[src/rtl/jtdd_pkg.sv]
// Shared types and default memory map for the graphics ROM arbiter.
package jtdd_pkg;

  typedef enum logic {
    IDLE = 1'b0,
    WAIT = 1'b1
  } state_e;

  // Grant index; also the bit position of each requester in the
  // pending/load/fill vectors.
  typedef enum logic [1:0] {
    GNT_CHAR = 2'd0,
    GNT_SCR  = 2'd1,
    GNT_OBJ  = 2'd2
  } gnt_e;

  localparam int          DEF_ROM_AW     = 22;
  localparam logic [21:0] DEF_CHAR_BASE  = 22'h0;
  localparam logic [21:0] DEF_SCR_BASE   = 22'h08000;
  localparam logic [21:0] DEF_OBJ_BASE   = 22'h28000;
  localparam int          DEF_OBJ_STARVE = 4;

endpackage

[src/rtl/jtdd_gfx_rom_arb_if.sv]
// ROM read port between the arbiter (master) and the SDRAM slot (slave).
interface jtdd_gfx_rom_arb_if #(
  parameter int ROM_AW = 22
);
  logic              cs;
  logic [ROM_AW-1:0] addr;
  logic [7:0]        data;
  logic              ok;

  modport master (output cs, addr, input data, ok);
  modport slave  (input cs, addr, output data, ok);
endinterface

[src/rtl/jtdd_rom_slot.sv]
// One requester's last-fetch register with hit detection and a registered
// ok flag. The address is captured at grant time so a requester that moves
// its address mid-transfer ends up with the data for the granted address.
module jtdd_rom_slot #(
  parameter int AW = 15
) (
  input  logic          clk,
  input  logic          rst_n,
  input  logic          cs,
  input  logic [AW-1:0] addr,
  input  logic          ld,         // granted: latch address, invalidate
  input  logic          fill,       // rom_ok for this requester
  input  logic [7:0]    fill_data,
  output logic          pending,
  output logic [7:0]    data,
  output logic          ok
);

  logic          valid;
  logic [AW-1:0] last_addr;
  logic          match;

  assign match   = valid && (addr == last_addr);
  assign pending = cs && !match;

  // Last-fetch register and the registered ok flag.
  always_ff @(posedge clk) begin
    // NOTE: data is a visible output from reset, so the whole last-fetch
    // register is reset, not just the valid bit.
    if (!rst_n) begin
      valid     <= 1'b0;
      last_addr <= '0;
      data      <= '0;
      ok        <= 1'b0;
    end else begin
      if (ld) begin
        last_addr <= addr;
        valid     <= 1'b0;
      end else if (fill) begin
        data  <= fill_data;
        valid <= 1'b1;
      end
      ok <= match;
    end
  end

endmodule

[src/rtl/jtdd_gfx_rom_arb.sv]
// Shares one graphics ROM read port between the char, scroll and object
// fetchers. Fixed priority char > scroll > obj, with a starvation counter
// that forces an object grant after OBJ_STARVE consecutive other grants.
module jtdd_gfx_rom_arb
  import jtdd_pkg::*;
#(
  parameter int                CHAR_AW    = 15,
  parameter int                SCR_AW     = 17,
  parameter int                OBJ_AW     = 18,
  parameter int                ROM_AW     = DEF_ROM_AW,
  parameter logic [ROM_AW-1:0] CHAR_BASE  = DEF_CHAR_BASE,
  parameter logic [ROM_AW-1:0] SCR_BASE   = DEF_SCR_BASE,
  parameter logic [ROM_AW-1:0] OBJ_BASE   = DEF_OBJ_BASE,
  parameter int                OBJ_STARVE = DEF_OBJ_STARVE
) (
  input  logic               clk,
  input  logic               rst_n,

  input  logic               char_cs,
  input  logic [CHAR_AW-1:0] char_addr,
  output logic [7:0]         char_data,
  output logic               char_ok,

  input  logic               scr_cs,
  input  logic [SCR_AW-1:0]  scr_addr,
  output logic [7:0]         scr_data,
  output logic               scr_ok,

  input  logic               obj_cs,
  input  logic [OBJ_AW-1:0]  obj_addr,
  output logic [7:0]         obj_data,
  output logic               obj_ok,

  jtdd_gfx_rom_arb_if.master rom
);

  localparam int SW = $clog2(OBJ_STARVE + 1);

  state_e            state, next_state;
  gnt_e              gnt, sel;
  logic [2:0]        pend, ld, fill;
  logic              grant;
  logic              obj_first;
  logic [SW-1:0]     starve;
  logic [ROM_AW-1:0] sel_addr;

  jtdd_rom_slot #(.AW(CHAR_AW)) u_char (
    .clk, .rst_n, .cs(char_cs), .addr(char_addr),
    .ld(ld[GNT_CHAR]), .fill(fill[GNT_CHAR]), .fill_data(rom.data),
    .pending(pend[GNT_CHAR]), .data(char_data), .ok(char_ok)
  );

  jtdd_rom_slot #(.AW(SCR_AW)) u_scr (
    .clk, .rst_n, .cs(scr_cs), .addr(scr_addr),
    .ld(ld[GNT_SCR]), .fill(fill[GNT_SCR]), .fill_data(rom.data),
    .pending(pend[GNT_SCR]), .data(scr_data), .ok(scr_ok)
  );

  jtdd_rom_slot #(.AW(OBJ_AW)) u_obj (
    .clk, .rst_n, .cs(obj_cs), .addr(obj_addr),
    .ld(ld[GNT_OBJ]), .fill(fill[GNT_OBJ]), .fill_data(rom.data),
    .pending(pend[GNT_OBJ]), .data(obj_data), .ok(obj_ok)
  );

  // Priority pick among pending requesters and its flat ROM address.
  always_comb begin
    // NOTE: every output of a combinational block gets a default first so
    // no path through the if-chain leaves it unassigned (latch).
    sel       = GNT_CHAR;
    sel_addr  = CHAR_BASE + ROM_AW'(char_addr);
    obj_first = pend[GNT_OBJ] && (starve == SW'(OBJ_STARVE));
    if (obj_first) begin
      sel      = GNT_OBJ;
      sel_addr = OBJ_BASE + ROM_AW'(obj_addr);
    end else if (pend[GNT_CHAR]) begin
      sel      = GNT_CHAR;
      sel_addr = CHAR_BASE + ROM_AW'(char_addr);
    end else if (pend[GNT_SCR]) begin
      sel      = GNT_SCR;
      sel_addr = SCR_BASE + ROM_AW'(scr_addr);
    end else if (pend[GNT_OBJ]) begin
      sel      = GNT_OBJ;
      sel_addr = OBJ_BASE + ROM_AW'(obj_addr);
    end
  end

  // FSM state register.
  always_ff @(posedge clk) begin
    // NOTE: sequential state uses non-blocking assignments so every register
    // samples pre-edge values regardless of block ordering.
    if (!rst_n) state <= IDLE;
    else        state <= next_state;
  end

  // FSM next-state logic.
  always_comb begin
    next_state = state;
    case (state)
      IDLE:    if (|pend)  next_state = WAIT;
      WAIT:    if (rom.ok) next_state = IDLE;
      default: next_state = IDLE;
    endcase
  end

  // FSM outputs: request strobe, per-slot load on grant, fill on rom_ok.
  always_comb begin
    rom.cs = (state == WAIT);
    grant  = (state == IDLE) && (|pend);
    ld     = grant ? (3'b001 << sel) : 3'b000;
    fill   = ((state == WAIT) && rom.ok) ? (3'b001 << gnt) : 3'b000;
  end

  // Granted index, ROM address and the object starvation counter.
  always_ff @(posedge clk) begin
    if (!rst_n) begin
      gnt      <= GNT_CHAR;
      rom.addr <= '0;
      starve   <= '0;
    end else begin
      if (grant) begin
        gnt      <= sel;
        rom.addr <= sel_addr;
      end
      if (!pend[GNT_OBJ] || (grant && sel == GNT_OBJ))
        starve <= '0;
      else if (grant && starve != SW'(OBJ_STARVE))
        starve <= starve + SW'(1);
    end
  end

endmodule

[src/flat_wrapper.sv]
// flat-port wrapper written by rule: the top's interface ports become plain ports
module jtdd_gfx_rom_arb_flat import jtdd_pkg::*;
#(
  parameter int                CHAR_AW    = 15,
  parameter int                SCR_AW     = 17,
  parameter int                OBJ_AW     = 18,
  parameter int                ROM_AW     = DEF_ROM_AW,
  parameter logic [ROM_AW-1:0] CHAR_BASE  = DEF_CHAR_BASE,
  parameter logic [ROM_AW-1:0] SCR_BASE   = DEF_SCR_BASE,
  parameter logic [ROM_AW-1:0] OBJ_BASE   = DEF_OBJ_BASE,
  parameter int                OBJ_STARVE = DEF_OBJ_STARVE
)
  (clk, rst_n, char_cs, char_addr, char_data, char_ok, scr_cs, scr_addr, scr_data, scr_ok, obj_cs, obj_addr, obj_data, obj_ok, rom_cs, rom_addr, rom_data, rom_ok);
  jtdd_gfx_rom_arb_if #(.ROM_AW(ROM_AW)) rom_i ();
  input  logic clk;
  input  logic rst_n;
  input  logic char_cs;
  input  logic [CHAR_AW-1:0] char_addr;
  output logic [7:0] char_data;
  output logic char_ok;
  input  logic scr_cs;
  input  logic [SCR_AW-1:0] scr_addr;
  output logic [7:0] scr_data;
  output logic scr_ok;
  input  logic obj_cs;
  input  logic [OBJ_AW-1:0] obj_addr;
  output logic [7:0] obj_data;
  output logic obj_ok;
  output wire logic [$bits(rom_i.cs)-1:0] rom_cs;
  output wire logic [$bits(rom_i.addr)-1:0] rom_addr;
  input wire logic [$bits(rom_i.data)-1:0] rom_data;
  input wire logic [$bits(rom_i.ok)-1:0] rom_ok;
  assign rom_cs = rom_i.cs;
  assign rom_addr = rom_i.addr;
  assign rom_i.data = rom_data;
  assign rom_i.ok = rom_ok;
  jtdd_gfx_rom_arb #(.CHAR_AW(CHAR_AW), .SCR_AW(SCR_AW), .OBJ_AW(OBJ_AW), .ROM_AW(ROM_AW), .CHAR_BASE(CHAR_BASE), .SCR_BASE(SCR_BASE), .OBJ_BASE(OBJ_BASE), .OBJ_STARVE(OBJ_STARVE)) u_core (.clk(clk), .rst_n(rst_n), .char_cs(char_cs), .char_addr(char_addr), .char_data(char_data), .char_ok(char_ok), .scr_cs(scr_cs), .scr_addr(scr_addr), .scr_data(scr_data), .scr_ok(scr_ok), .obj_cs(obj_cs), .obj_addr(obj_addr), .obj_data(obj_data), .obj_ok(obj_ok), .rom(rom_i));
endmodule
[config.mk]
export PLATFORM = sky130hd
export DESIGN_NAME = jtdd_gfx_rom_arb_flat
export DESIGN_NICKNAME = d
export VERILOG_FILES = /design/src/rtl/jtdd_pkg.sv /design/src/rtl/jtdd_gfx_rom_arb_if.sv /design/src/rtl/jtdd_rom_slot.sv /design/src/rtl/jtdd_gfx_rom_arb.sv /design/src/flat_wrapper.sv
export SDC_FILE = /design/constraint.sdc
export NUM_CORES = 1
export LEC_CHECK = 0
export ABC_AREA = 1
export BUFFER_PORTS_ARGS = -buffer_cell sky130_fd_sc_hd__buf_2
export CAP_MARGIN = 5
export CORE_MARGIN = 3
export CORE_UTILIZATION = 38
export CTS_BUF_LIST = sky130_fd_sc_hd__clkbuf_8
export CTS_CLUSTER_SIZE = 8
export DETAILED_ROUTE_END_ITERATION = 6
export PLACE_DENSITY = 0.58
export REMOVE_ABC_BUFFERS = 1
export SYNTH_ARGS = -nofsm -noshare
export SYNTH_HDL_FRONTEND = slang
export SYNTH_SLANG_ARGS = --single-unit
[constraint.sdc]
create_clock -name clk -period 1.8 [get_ports clk]
set_input_delay 0.18 -clock clk [delete_from_list [all_inputs] [get_ports clk]]
set_output_delay 0.18 -clock clk [all_outputs]
set_load 0.01 [all_outputs]
==> impl_metrics.toml <==
[clock_network]
cts_buffer_depth = 2
root_buffer = "clkbuf_8"
cts_buffers = 9
cts.sinks = 105
clk_pin_slew_ps = 110
cts_tree = "yes"
clk_latency_ps = 400
htreeDepth = 3

[global_route]
gr-total-overflow = 0
grt_pass1_wl_um = 26300
antenna_found_initial = 0
grt_max_degree = 35
grt_pass1_vias = 5394
grt_usage_pct = 22.0

[place]
dpl-instance-area_um2 = 6970
routabilityCongestion = 0.835
dp_hpwl_um = 12400
port_buffers = 110

[setup_path]
crit_path_start_kind = "flip-flop"
r2r_end = "u_core.u_char.last_addr[2]"
crit_top_cell = "nand2_1"
ff2ff_setup_slack_ps = -300
crit_path_end_kind = "flip-flop"
required_ps = 2110
cp_max_fo = 8
reg2reg_from = "u_core.u_obj.last_addr[9]"
critPathMaxStageDelay_ps = 340
cp-endpoint = "u_core.u_char.last_addr[2]"
arrival_ps = 2410
crit_path_cell_trace = "inv_1, nand2_1, nand2_1, nor2_2, nand2_2, nor2_4, nand3_4, nand2_4, inv_4, nand3_4, buf_12, nand3_4, nor2_4, clkbuf_16, nand2_1, nand2_1, nor2_1"
startpoint = "u_core.u_obj.last_addr[9]"
ff2ff_path_depth = 17
crit_path_top_delay_cell = "dfxtp_2"
worstSetupPathType = "flip-flop to flip-flop"

[layout]
layout_common_cells = "nand2_1 (143), nor2_1 (126), buf_4 (123), buf_2 (110), dfxtp_1 (80)"
stdcell_area_um2 = 8420
final_layout_size_suffix_gt1_share_pct = 48.4
syn_to_final_growth_pct = 59.0
fin_util_pct = 62.6
nFillCells = 1242
final_common_cell = "nand2_1"
diodes = 0
finalNetCount = 1126

[power]
comb_power_share_pct = 24.5
p_int_uw = 3890
p_switching_uw = 1760
powerDensity_nw_per_um2 = 671
p_leak_uw = 0.00395
switching_share_pct = 31.2
ir_drop_uv = 405
pwr-share-clk_pct = 30.7
seqPwrFrac_pct = 44.8

[logic_synthesis]
yosysTopAreaCellShare_pct = 39.7
synth_area_leader_cell = "dfxtp_1"
synthesis.area_um2 = 5300
seq_area_frac_synth_pct = 39.7
synth.distinct_cells = 34
ys_warn_count = 0
syn_area_per_cell_um2 = 6.56
synthCells = 807
ys_ff_latch = 105
yosys-top-cells-area = "dfxtp_1 (40%), nand2_1 (16%), nor2_1 (10%)"

[routing]
dr.pass1.iters = 5
wire_per_inst_um = 14.6
drtIter0Drc = 392
routed_wl_um = 18100
vias = 5980
ant_nets = 0
via_per_inst = 4.83
drc = 0

[timing]
setup_viol = 76
min_period_ps = 2100
post-route-period-util_pct = 117
maxSlewViolCount = 0
max_freq_mhz = 477
skew_ps = 15.4
finalHoldViolCount = 0
fin_ws_ps = -299
rsz0062_at_grt = "true"

[job]
cap_violations = 0

[die]
die_y_um = 124
dieArea_um2 = 15400
num_rows = 42
pin_count = 114
start_util_pct = 39.4
core_um2 = 13500
fp.dieW_um = 124

[hold_path]
hp-class = "input port to flip-flop"
hold-path-cell-count = 3

[run_status]
violations = "negative setup slack"
status = "finished, violations left"
-- per-layer routing --
metal / up-vias / track usage, % / wire, um
met4: 0 / 4.24 / 258
met3: 22 / 4.95 / 970
met1: 2761 / 29.7 / 8180
met2: 143 / 36.4 / 8640
li1: 3054 / - / -
met5: - / 0 / 0
-- cell families (layout without fill, tap and decap cells) --
| kind of cell | after synthesis | in the layout | share of synthesized area, % |
|---|---|---|---|
| XOR/XNOR | 13 | 13 | 2.15 |
| flip-flops | 105 | 105 | 39.7 |
| buffers and inverters | 113 | 366 | 9.31 |
| other | 1 | 3 | 0.0708 |
| AND/OR/NAND/NOR | 456 | 457 | 36.8 |
| AO/OA/AOI/OAI | 115 | 115 | 11.1 |
| adder cells (fa/ha/maj) | 4 | 4 | 0.945 |
-- power groups by stage --
stage | combinational (uW) | clock [uW] | sequential, uW
finish | 1390 | 1740 | 2530
global route | 1520 | 1860 | 2550
CTS | 1180 | 1770 | 2520
detailed placement | 1060 | 0 | 2570
global placement | 1050 | 0 | 2570
floorplan | 473 | 0 | 2580
-- registers in the layout (all words and copies together), names as in the netlist, 2 cells and up --
name,count
u_core.rom.addr,19
u_core.u_obj.data,8
u_core.u_char.data,8
u_core.gnt,2
u_core.starve,3
u_core.u_obj.last_addr,18
u_core.u_char.last_addr,15
u_core.u_scr.last_addr,17
u_core.u_scr.data,8
-- critical path: cells and delay by family (launching register included) --
kind	cells	cell delay (ps)
AND/OR/NAND/NOR	13	1250
flip-flops	1	340
buffers and inverters	4	420
-- cell type report --
type	count	area [um2]	share of cell area, %
inverter	84	333	3.95
multi-input combinational	592	3470	41.2
clock buffer	9	124	1.47
clock inverter	7	111	1.32
sequential	105	2140	25.4
timing repair buffer	266	2030	24.1
tap	176	220	2.61
-- stage by stage --
stage / std cells / setup slack [ps] / hold WS (ps) / power (uW) / setup TNS (ps)
2_1_floorplan: 780 / -286 / 300 / 3060 / -9200
5_1_grt: 1239 / -406 / 27.3 / 5920 / -19980
3_3_place_gp: 1197 / -169 / 436 / 3620 / -9160
4_1_cts: 1222 / -138 / 20.2 / 5470 / -4820
3_5_place_dp: 1197 / -184 / 439 / 3630 / -10160
6_report: 1239 / -299 / 31.9 / 5660 / -12060
-- Yosys cell counts --
| cell type | count |
|---|---|
| nand2_2 | 5 |
| nand2_4 | 3 |
| nor3_1 | 6 |
| o211ai_1 | 2 |
| clkinv_1 | 2 |
| buf_1 | 2 |
| or2_1 | 2 |
| conb_1 | 1 |
| nand3_4 | 4 |
| buf_4 | 8 |
| nor2_2 | 4 |
| nor3b_1 | 1 |
| ha_1 | 4 |
| nor2_4 | 2 |
| o21ai_1 | 19 |
| nand3_2 | 2 |
| nor2_1 | 148 |
| or2_0 | 1 |
| nor4_1 | 1 |
| nand2_1 | 219 |
| buf_6 | 4 |
| dfxtp_1 | 105 |
| a21oi_1 | 42 |
| o21ai_0 | 48 |
| o2111ai_1 | 1 |
| inv_2 | 12 |
| xnor2_1 | 7 |
| clkbuf_1 | 8 |
| o22ai_1 | 3 |
| xor2_1 | 6 |
| buf_2 | 7 |
| nand3_1 | 47 |
| nand4_1 | 11 |
| inv_1 | 70 |
-- what timing repair did --
action | in CTS | in global routing
hold buffers | 0 | 0
buffers inserted | 6 | 14
cloned | 3 | 6
resized for setup | 78 | 204
setup endpoints to repair | 74 | 77
pin swaps | 18 | 70
-- worst min-delay path by stage --
stage                start                          end  slack [ps]
4_1_cts        rom_data[3]         u_core.u_obj.data[3]          20
3_3_place_gp   rom_data[5]         u_core.u_obj.data[5]         440
6_report       rom_data[4]         u_core.u_obj.data[4]          30
3_5_place_dp   rom_data[2]         u_core.u_obj.data[2]         440
2_1_floorplan        rst_n  u_core.u_char.last_addr[14]         300
5_1_grt        rom_data[3]         u_core.u_obj.data[3]          30
Power figures use the tool's default switching activity.
